## config.mk

```make
export PLATFORM = sky130hd
export DESIGN_NAME = screen_image_painter
export DESIGN_NICKNAME = d
export VERILOG_FILES = /design/src/rtl/screen_image_painter.sv
export SDC_FILE = /design/constraint.sdc
export NUM_CORES = 1
export LEC_CHECK = 0
export ABC_AREA = 0
export CAP_MARGIN = 10
export CELL_PAD_IN_SITES_DETAIL_PLACEMENT = 0
export CELL_PAD_IN_SITES_GLOBAL_PLACEMENT = 1
export CORE_MARGIN = 1
export CORE_UTILIZATION = 36
export DETAILED_ROUTE_END_ITERATION = 8
export GPL_TIMING_DRIVEN = 0
export HOLD_SLACK_MARGIN = 0.15
export PLACE_DENSITY = 0.86
export SYNTH_ARGS = -nofsm -noshare
export SYNTH_HDL_FRONTEND = slang
export SYNTH_SLANG_ARGS = --single-unit
export TNS_END_PERCENT = 10
```

## constraint.sdc

```tcl
create_clock -name clk -period 2.49 [get_ports clk]
set_input_delay 0.498 -clock clk [delete_from_list [all_inputs] [get_ports clk]]
set_output_delay 0.498 -clock clk [all_outputs]
set_load 0.03 [all_outputs]
```

## src/rtl/screen_image_painter.sv

```systemverilog
// screen_image_painter
// Streams an IMG_W x IMG_H image out of a fixed-latency ROM into a framebuffer.
// ROM reads are issued ahead of the framebuffer writes. A small skid FIFO
// absorbs framebuffer back-pressure, so a stalled write never loses a pixel.
// After the first full frame, a fresh key press or an optional timeout
// raises a one-cycle request to leave the screen.

`ifndef DISP_ADDR_WIDTH
`define DISP_ADDR_WIDTH 17
`endif

module screen_image_painter #(
    parameter int  IMG_W       = 320,
    parameter int  IMG_H       = 240,
    parameter int  PIX_W       = 12,
    parameter int  ROM_LAT     = 1,
    parameter int  KEYS        = 26,
    parameter int  CONTINUOUS  = 1,
    parameter int  TIMEOUT_CYC = 0,
    parameter int  AUTO_START  = 1,
    localparam int NPIX        = IMG_W * IMG_H,
    localparam int AW          = $clog2(NPIX)
) (
    input  logic                        clk,
    input  logic                        reset_n,
    input  logic                        start,
    input  logic [KEYS-1:0]             key_status,
    input  logic                        fb_ready,
    output logic [AW-1:0]               rom_addr,
    input  logic [PIX_W-1:0]            rom_data,
    output logic                        fb_we,
    output logic [`DISP_ADDR_WIDTH-1:0] fb_addr,
    output logic [31:0]                 fb_wdata,
    output logic                        busy,
    output logic                        frame_done,
    output logic                        screen_done
);

    localparam int              FBW       = `DISP_ADDR_WIDTH;
    localparam int              DEPTH     = ROM_LAT + 1;
    localparam int              PTRW      = $clog2(DEPTH);
    localparam int              CNTW      = $clog2(DEPTH + 1);
    localparam logic [AW-1:0]   LAST_ADDR = AW'(NPIX - 1);
    localparam logic [PTRW-1:0] LAST_PTR  = PTRW'(DEPTH - 1);

    typedef enum logic [1:0] {
        ST_IDLE  = 2'd0,
        ST_PAINT = 2'd1,
        ST_HOLD  = 2'd2
    } state_t;

    state_t             r_state;
    state_t             w_state_next;

    // read issue side
    logic [AW-1:0]      r_rom_addr;
    logic               r_issue_done;
    logic [ROM_LAT-1:0] r_pipe_vld;
    logic [AW-1:0]      r_pipe_addr [ROM_LAT];

    // skid FIFO
    logic [AW-1:0]      r_fifo_addr [DEPTH];
    logic [PIX_W-1:0]   r_fifo_data [DEPTH];
    logic [PTRW-1:0]    r_wr_ptr;
    logic [PTRW-1:0]    r_rd_ptr;
    logic [CNTW-1:0]    r_fifo_cnt;

    // leave-screen logic
    logic [KEYS-1:0]    r_key_prev;
    logic               r_armed;
    logic               r_painted;

    logic               w_fifo_nempty;
    logic               w_pop;
    logic               w_capture;
    logic               w_issue;
    logic               w_last_wr;
    logic               w_key_edge;
    logic               w_key_hit;
    logic               w_timeout_hit;
    logic               w_screen_done;
    logic [CNTW-1:0]    w_inflight;
    logic [CNTW:0]      w_outstanding;

    // Count ROM reads still travelling through the latency pipeline.
    always_comb begin
        w_inflight = '0;
        for (int i = 0; i < ROM_LAT; i++) begin
            w_inflight = w_inflight + CNTW'(r_pipe_vld[i]);
        end
    end

    // The entry popped this cycle frees its slot. Crediting it keeps one
    // write per cycle with fb_ready high, and capacity is never exceeded.
    assign w_outstanding = {1'b0, w_inflight} + {1'b0, r_fifo_cnt} - (CNTW + 1)'(w_pop);
    assign w_issue       = (r_state == ST_PAINT) && !r_issue_done && !start &&
                           (w_outstanding < (CNTW + 1)'(DEPTH));
    assign w_capture     = r_pipe_vld[ROM_LAT-1];

    assign w_fifo_nempty = (r_fifo_cnt != '0);
    assign w_pop         = w_fifo_nempty & fb_ready;
    assign w_last_wr     = w_pop && (r_fifo_addr[r_rd_ptr] == LAST_ADDR);

    assign rom_addr      = r_rom_addr;
    assign fb_we         = w_fifo_nempty;
    assign fb_addr       = w_fifo_nempty ? FBW'(r_fifo_addr[r_rd_ptr]) : '0;
    assign fb_wdata      = w_fifo_nempty ? 32'(r_fifo_data[r_rd_ptr]) : '0;
    assign busy          = (r_state == ST_PAINT);
    assign frame_done    = w_last_wr;

    // State register.
    always_ff @(posedge clk or negedge reset_n) begin
        if (!reset_n) begin
            r_state <= ST_IDLE;
        end else begin
            r_state <= w_state_next;
        end
    end

    // Next-state logic; start always (re)enters PAINT from any state.
    always_comb begin
        w_state_next = r_state;
        case (r_state)
            ST_IDLE: begin
                if (start || (AUTO_START != 0)) begin
                    w_state_next = ST_PAINT;
                end
            end
            ST_PAINT: begin
                if (!start && w_last_wr && (CONTINUOUS == 0)) begin
                    w_state_next = ST_HOLD;
                end
            end
            ST_HOLD: begin
                if (start) begin
                    w_state_next = ST_PAINT;
                end
            end
            default: w_state_next = ST_IDLE;
        endcase
    end

    // ROM address counter: one step per issued read. It wraps in continuous mode
    // and stops after the last pixel in single-frame mode.
    always_ff @(posedge clk or negedge reset_n) begin
        if (!reset_n) begin
            r_rom_addr   <= '0;
            r_issue_done <= 1'b0;
        end else if (start) begin
            r_rom_addr   <= '0;
            r_issue_done <= 1'b0;
        end else if (w_issue) begin
            if (r_rom_addr == LAST_ADDR) begin
                r_rom_addr   <= '0;
                r_issue_done <= (CONTINUOUS == 0);
            end else begin
                r_rom_addr   <= r_rom_addr + 1'b1;
            end
        end
    end

    // Latency pipeline: tags each read with its address. The tag reaches the
    // last stage in the same cycle the ROM presents the data. start drops it all.
    always_ff @(posedge clk or negedge reset_n) begin
        if (!reset_n) begin
            r_pipe_vld <= '0;
            for (int i = 0; i < ROM_LAT; i++) begin
                r_pipe_addr[i] <= '0;
            end
        end else begin
            r_pipe_vld[0]  <= w_issue;
            r_pipe_addr[0] <= r_rom_addr;
            for (int i = 1; i < ROM_LAT; i++) begin
                r_pipe_vld[i]  <= start ? 1'b0 : r_pipe_vld[i-1];
                r_pipe_addr[i] <= r_pipe_addr[i-1];
            end
        end
    end

    // FIFO pointers and occupancy. start empties the FIFO, which drops fb_we on the next cycle.
    always_ff @(posedge clk or negedge reset_n) begin
        if (!reset_n) begin
            r_wr_ptr   <= '0;
            r_rd_ptr   <= '0;
            r_fifo_cnt <= '0;
        end else if (start) begin
            r_wr_ptr   <= '0;
            r_rd_ptr   <= '0;
            r_fifo_cnt <= '0;
        end else begin
            if (w_capture) begin
                r_wr_ptr <= (r_wr_ptr == LAST_PTR) ? '0 : r_wr_ptr + 1'b1;
            end
            if (w_pop) begin
                r_rd_ptr <= (r_rd_ptr == LAST_PTR) ? '0 : r_rd_ptr + 1'b1;
            end
            r_fifo_cnt <= r_fifo_cnt + CNTW'(w_capture) - CNTW'(w_pop);
        end
    end

    // FIFO storage. The head entry stays put while the framebuffer stalls.
    always_ff @(posedge clk) begin
        if (w_capture) begin
            r_fifo_addr[r_wr_ptr] <= r_pipe_addr[ROM_LAT-1];
            r_fifo_data[r_wr_ptr] <= rom_data;
        end
    end

    assign w_key_edge    = |(key_status & ~r_key_prev);
    assign w_key_hit     = r_armed & w_key_edge;
    assign w_screen_done = w_key_hit | w_timeout_hit;
    assign screen_done   = w_screen_done;

    // Key history and arming. A new request needs all keys released after
    // the first frame, and the arm is consumed by each request.
    always_ff @(posedge clk or negedge reset_n) begin
        if (!reset_n) begin
            r_key_prev <= '0;
            r_armed    <= 1'b0;
            r_painted  <= 1'b0;
        end else begin
            r_key_prev <= key_status;
            if (w_last_wr) begin
                r_painted <= 1'b1;
            end
            if (w_screen_done) begin
                r_armed <= 1'b0;
            end else if (r_painted && (key_status == '0)) begin
                r_armed <= 1'b1;
            end
        end
    end

    generate
        if (TIMEOUT_CYC > 0) begin : g_timer
            localparam int TW = $clog2(TIMEOUT_CYC + 1);
            logic [TW-1:0] r_timer;
            logic          r_timer_run;

            // Timeout counter: starts on the first completed frame, reads k on
            // the k-th cycle after it, and stops at the first leave request.
            always_ff @(posedge clk or negedge reset_n) begin
                if (!reset_n) begin
                    r_timer     <= '0;
                    r_timer_run <= 1'b0;
                end else if (w_last_wr && !r_painted) begin
                    r_timer     <= TW'(1);
                    r_timer_run <= 1'b1;
                end else if (r_timer_run) begin
                    if (w_screen_done) begin
                        r_timer_run <= 1'b0;
                    end else begin
                        r_timer <= r_timer + 1'b1;
                    end
                end
            end

            assign w_timeout_hit = r_timer_run && (r_timer == TW'(TIMEOUT_CYC));
        end else begin : g_no_timer
            assign w_timeout_hit = 1'b0;
        end
    endgenerate

endmodule

```

# == Word-level counts from Yosys, hierarchy flattened ==
# Memories as Yosys holds them, arrays and structs flattened.
# Index checks and enable logic that the tools add are counted.
# word_totals
regBits,70
ramBits,58
n_memories,2
# mem_list
memory,words,word_bits,rd,rd_ports_with_merged_regs,write_ports,line,source
r_fifo_addr,2,17,1,0,1,62,logic [AW-1:0] r_fifo_addr [DEPTH];
r_fifo_data,2,12,1,0,1,63,logic [PIX_W-1:0] r_fifo_data [DEPTH];
# classes
eq_ne,5
order_cmp,1
muxes,21
bitwise_logic,5
n_reduce_logical,18
n_addsub,7
# ops
op,n
$mux W17,4
$eq A17 B17 Y1 const B,2
$and A26 B26 Y26,1
$logic_not A26 Y1,1
$not A26 Y26,1
$reduce_or A26 Y1,1
$add A17 B1 Y17 const B,1
$mux W1,13
$mux W12,1
$reduce_bool A2 Y1,6
$pmux W2 S3,1
$logic_and A1 B1 Y1,5
$mux W2,2
$reduce_and A2 Y1,2
$add A1 B2 Y3,1
$lt A3 B2 Y1 const B,1
$sub A3 B1 Y3,1
$add A1 B1 Y1 const B,2
$add A2 B1 Y2,1
$and A1 B1 Y1,2
$eq A2 B1 Y1 const B,1
$eq A2 B2 Y1 const B,1
$logic_not A1 Y1,2
$logic_not A2 Y1,1
other kinds (3),3

# == Longest topological paths before layout ==
# logic_depth
depth_word,7
depth_mapped,14

# == Worst setup path before layout ==
# Ideal clock, no wire load.
# synth_path
kind,register to register
from,register r_fifo_cnt[1]
to,register r_rom_addr[14] (netlist: rom_addr[14])
synth_period_minus_slack_ps,2897
stages_incl_launch_ff,14
path_slack_ps,-407
t_arrival_ps,2771
cell_sequence,dfrtp_1 > nor2_1 > inv_1 > nand2_1 > inv_1 > ha_1 > inv_1 > ha_1 > fa_1 > xor2_1 > and3b_1 > nor2_1 > clkbuf_1 > a221o_1
# synth_between
elab_chain_cells,6
elab_cells_between_ends,7
classes_between,add/sub: 2; order compare: 1; bitwise: 1; reduce/logical: 3
# synth_rtl
item,line,source
"start, declared",66,logic [CNTW-1:0] r_fifo_cnt;
"start signal, assigned",197,r_fifo_cnt <= r_fifo_cnt + CNTW'(w_capture) - CNTW'(w_pop);
$reduce_bool A2 Y1,100,assign w_fifo_nempty = (r_fifo_cnt != '0);
via fb_we,31,"output logic fb_we,"
$and A1 B1 Y1,101,assign w_pop = w_fifo_nempty & fb_ready;
$sub A3 B1 Y3,95,"assign w_outstanding = {1'b0, w_inflight} + {1'b0, r_fifo_cnt} - (CNTW + 1)'(w_pop);"
$lt A3 B2 Y1,97,(w_outstanding < (CNTW + 1)'(DEPTH));
$logic_and A1 B1 Y1,96,assign w_issue = (r_state == ST_PAINT) && !r_issue_done && !start &&
$reduce_bool A2 Y1 (no line),-,
"end signal, assigned",157,r_rom_addr <= r_rom_addr + 1'b1;
"end, declared",56,logic [AW-1:0] r_rom_addr;
# The timed path passes the listed nets, and every way through them passes these cells.
# A chain may end at the register's enable or synchronous reset.

# == Worst setup path after layout ==
# layout_path
from,register r_fifo_cnt[0]
to,register r_rom_addr[14] (netlist: rom_addr[14])
# layout_between
elab_chain_cells,6
elab_cells_between_ends,7
classes_between,add/sub: 2; order compare: 1; bitwise: 1; reduce/logical: 3
# layout_rtl
item,line
"parallel branches: the longest is 2 deep, another holds $add A1 B2 Y3",-
$sub A3 B1 Y3 (*),95
$lt A3 B2 Y1 (*),97
$logic_and A1 B1 Y1 (*),96
$reduce_bool A2 Y1 (no line) (*),-
# Every way passes the cells marked *.

==> impl_metrics.json <==
{
  "status": "finished with violations",
  "violations": "setup timing",
  "insertion_delay_ns": 0.41,
  "port_buffers": 91,
  "clock-sinks": 126,
  "slowest_stage": "dfrtp_1",
  "ys_types": 50,
  "die_y_um": 121,
  "viasPerCell": 4.77,
  "grt_util_all_layers": 0.162,
  "cp.required_ns": 2.78,
  "dpl.cell_count": 697,
  "wl_per_cell_um": 15.8,
  "worstPathArrival_ns": 3.00,
  "net-switching-power_mw": 2.25,
  "place_hpwl_um": 8020,
  "ys_warn_count": 0,
  "overflow": 0,
  "hp-class": "in -> async",
  "synth_area_um2": 5130,
  "slew-limit-headroom": 0.414,
  "clockBufferDepth": 2,
  "rows": 43,
  "h-tree-depth": 4,
  "fillers": 1185,
  "area_growth_pct": 40.1,
  "crit_chain": "nor2_4, inv_2, nand2_4, inv_4, ha_4, inv_2, ha_4, fa_2, xor2_2, and3b_2, nor2_2, clkbuf_8, a221o_1",
  "final_cell_mix": "67 x dfrtp_1, 59 x clkdlybuf4s50_1, 58 x edfxtp_1",
  "antennaDiodeCount": 0,
  "max_stage_delay_ns": 0.41,
  "min_period_ns": 2.71,
  "io_pins": 112,
  "hold_violations": 0,
  "dieWidth_um": 121,
  "start_util": 0.370,
  "internal_power_mw": 4.92,
  "drive_above_1_share": 0.189,
  "antenna_found_initial": 0,
  "critPathMaxFanout": 6,
  "gp_congestion": 0.841,
  "p_comb_frac": 0.278,
  "synth_area_per_cell_um2": 12.6,
  "stdcell_count": 742,
  "cts_tree": "built",
  "path_class": "reg -> reg",
  "grt_start_max_net_pins": 69,
  "crit_path_end_kind": "flip-flop",
  "slew_violations": 0,
  "synth_top_cell_by_area": "edfxtp_1",
  "fin_crit_sh": 1.09,
  "ir_drop_mv": 0.632,
  "drt_first_iter_violations": 227,
  "setup_tns_ns": -2.14,
  "vias": 3537,
  "synth-edff-count": 58,
  "setup_viol": 17,
  "ys_async_sr_fraction": 0.540,
  "ys_ff_latch": 126,
  "die_area_um2": 14700,
  "multi_input_area_um2": 1560,
  "drc_errors": 0,
  "yosys.area.top_type_share": 0.339,
  "tightest_slew_ns": 0.877,
  "cts-root-buf": "clkbuf_16",
  "power.density_nw_per_um2": 996,
  "antenna_left": 0,
  "power_frac_seq": 0.365,
  "grt_first_pass_wirelength_um": 18000,
  "cts_buffers": 17,
  "startpoint_type": "flip-flop",
  "rsz0062_at_grt": "true",
  "synth_ff_type": "dfrtp_1",
  "max_cap_violations": 0,
  "fin_ws_ns": -0.218,
  "yosysSeqAreaShare": 0.671,
  "drtPass1Iterations": 4,
  "postCtsHoldBufs": 0,
  "nNetsFinal": 595,
  "grt_pass1_vias": 3625,
  "power.share.switching": 0.314,
  "layout_commonest_cell": "dfrtp_1",
  "p_total_mw": 7.16,
  "synthCells": 406,
  "fin_skew_ns": 0.00533,
  "ff_latch_area_um2": 3440,
  "synthTopCellsByArea": "edfxtp_1 34%, dfrtp_1 33%, mux2i_1 5.3%",
  "routed_wl_um": 11700,
  "clk_pin_slew_ns": 0.05,
  "coreArea_um2": 13900,
  "max_freq_mhz": 369,
  "pwr-share-clk": 0.357,
  "p_leak_nw": 3.03
}
[flip-flops by register name, indices dropped and copies added, names as in the netlist]
name and cells:
r_fifo_addr 34, r_key_prev 26, r_fifo_data 24, r_pipe_addr 17, rom_addr 17, r_fifo_cnt 2, r_armed 1, r_painted 1
r_pipe_vld 1, r_rd_ptr 1, r_state 1, r_wr_ptr 1
[final timing paths]
kind | start | endpoint | slack, ns | cells after the start
max | r_fifo_cnt[0] | rom_addr[14] | -0.22 | 13
min | reset_n | r_key_prev[1] | 0.19 | 1
max reg2reg | r_fifo_cnt[0] | rom_addr[14] | -0.22 | 13
min reg2reg | rom_addr[13] | r_pipe_addr[13] | 0.42 | 0
max in group asynchronous | reset_n | r_fifo_cnt[1] | 1.70 | 1
min in group clk | rom_addr[13] | r_pipe_addr[13] | 0.42 | 0
[Yosys cell counts, types with 5 or more instances]
cell type and instances:
buf_4 20, inv_1 32, o22ai_1 10, xor2_1 5
clkbuf_1 9, nor3_1 9, a21oi_1 10, dfrtp_1 68
edfxtp_1 58, nand4_1 6, nand3_1 14, nor2_1 41
nor4_1 9, o21ai_0 9, mux2i_1 27, nand2b_1 5
nand2_1 19
[power by group through the flow]
stage | logic (mW) | registers [mW] | clock network, mW
final | 1.99 | 2.61 | 2.56
after global routing | 2.15 | 2.64 | 2.69
after CTS | 1.91 | 2.60 | 2.60
after detailed placement | 1.84 | 2.64 | 0
after global placement | 1.80 | 2.62 | 0
after floorplan | 1.12 | 2.62 | 0
[kinds of logic (layout without fill, tap and decap cells)]
group                      Yosys count  in the layout  synth area share
muxes                               27             27            0.0526
AOI/OAI and AO/OA                   43             43            0.0534
buffers and inverters               62            199            0.0602
DFF                                126            126             0.671
xor gates and xnor gates             6              6            0.0102
other                                2             21           0.00146
adders and majority gates            4              4            0.0112
and+or+nand+nor                    136            136             0.140
[routing by layer]
layer,GRT usage,wire (µm),vias up
met5,0,0,-
met4,0.0656,183,0
met3,0.0522,683,15
met2,0.285,6080,104
met1,0.180,4750,1722
li1,-,-,1696
[stage by stage]
stage | util | worst slack (ns) | hold WS [ns] | area (µm²)
after floorplan | - | -0.226 | 0.202 | 5210
after global placement | 0.457 | -1.20 | 0.396 | 6350
after detailed placement | 0.459 | -0.862 | 0.396 | 6370
after CTS | 0.513 | -0.185 | 0.222 | 7130
after global routing | 0.518 | -0.319 | 0.263 | 7190
final | 0.518 | -0.218 | 0.191 | 7190
[what timing repair did]
item                                   4_1_cts  5_1_grt
pin swaps                                    9        4
endpoints found under the hold margin        0        0
setup buffers                                9        4
gates resized for setup                     76       11
setup endpoints to repair                   49       36
[final cells by class]
| class | instances | share of cell area |
|---|---|---|
| well taps | 180 | 0.0313 |
| repair buffers | 105 | 0.138 |
| flip-flops and latches | 126 | 0.479 |
| multi-input cells | 237 | 0.217 |
| clock inverters | 15 | 0.0271 |
| inverters | 32 | 0.0170 |
| clock buffers | 17 | 0.0592 |
| plain buffers | 30 | 0.0315 |
[worst max-delay path, delay by kind of cell (launching register included)]
family,cells,cell delay [ns]
XOR/XNOR,1,0.28
flip-flops,1,0.41
buffers and inverters,4,0.30
adder cells (fa/ha/maj),3,0.75
AO/OA/AOI/OAI,1,0.32
AND/OR/NAND/NOR,4,0.51
Power figures use the tool's default switching activity.
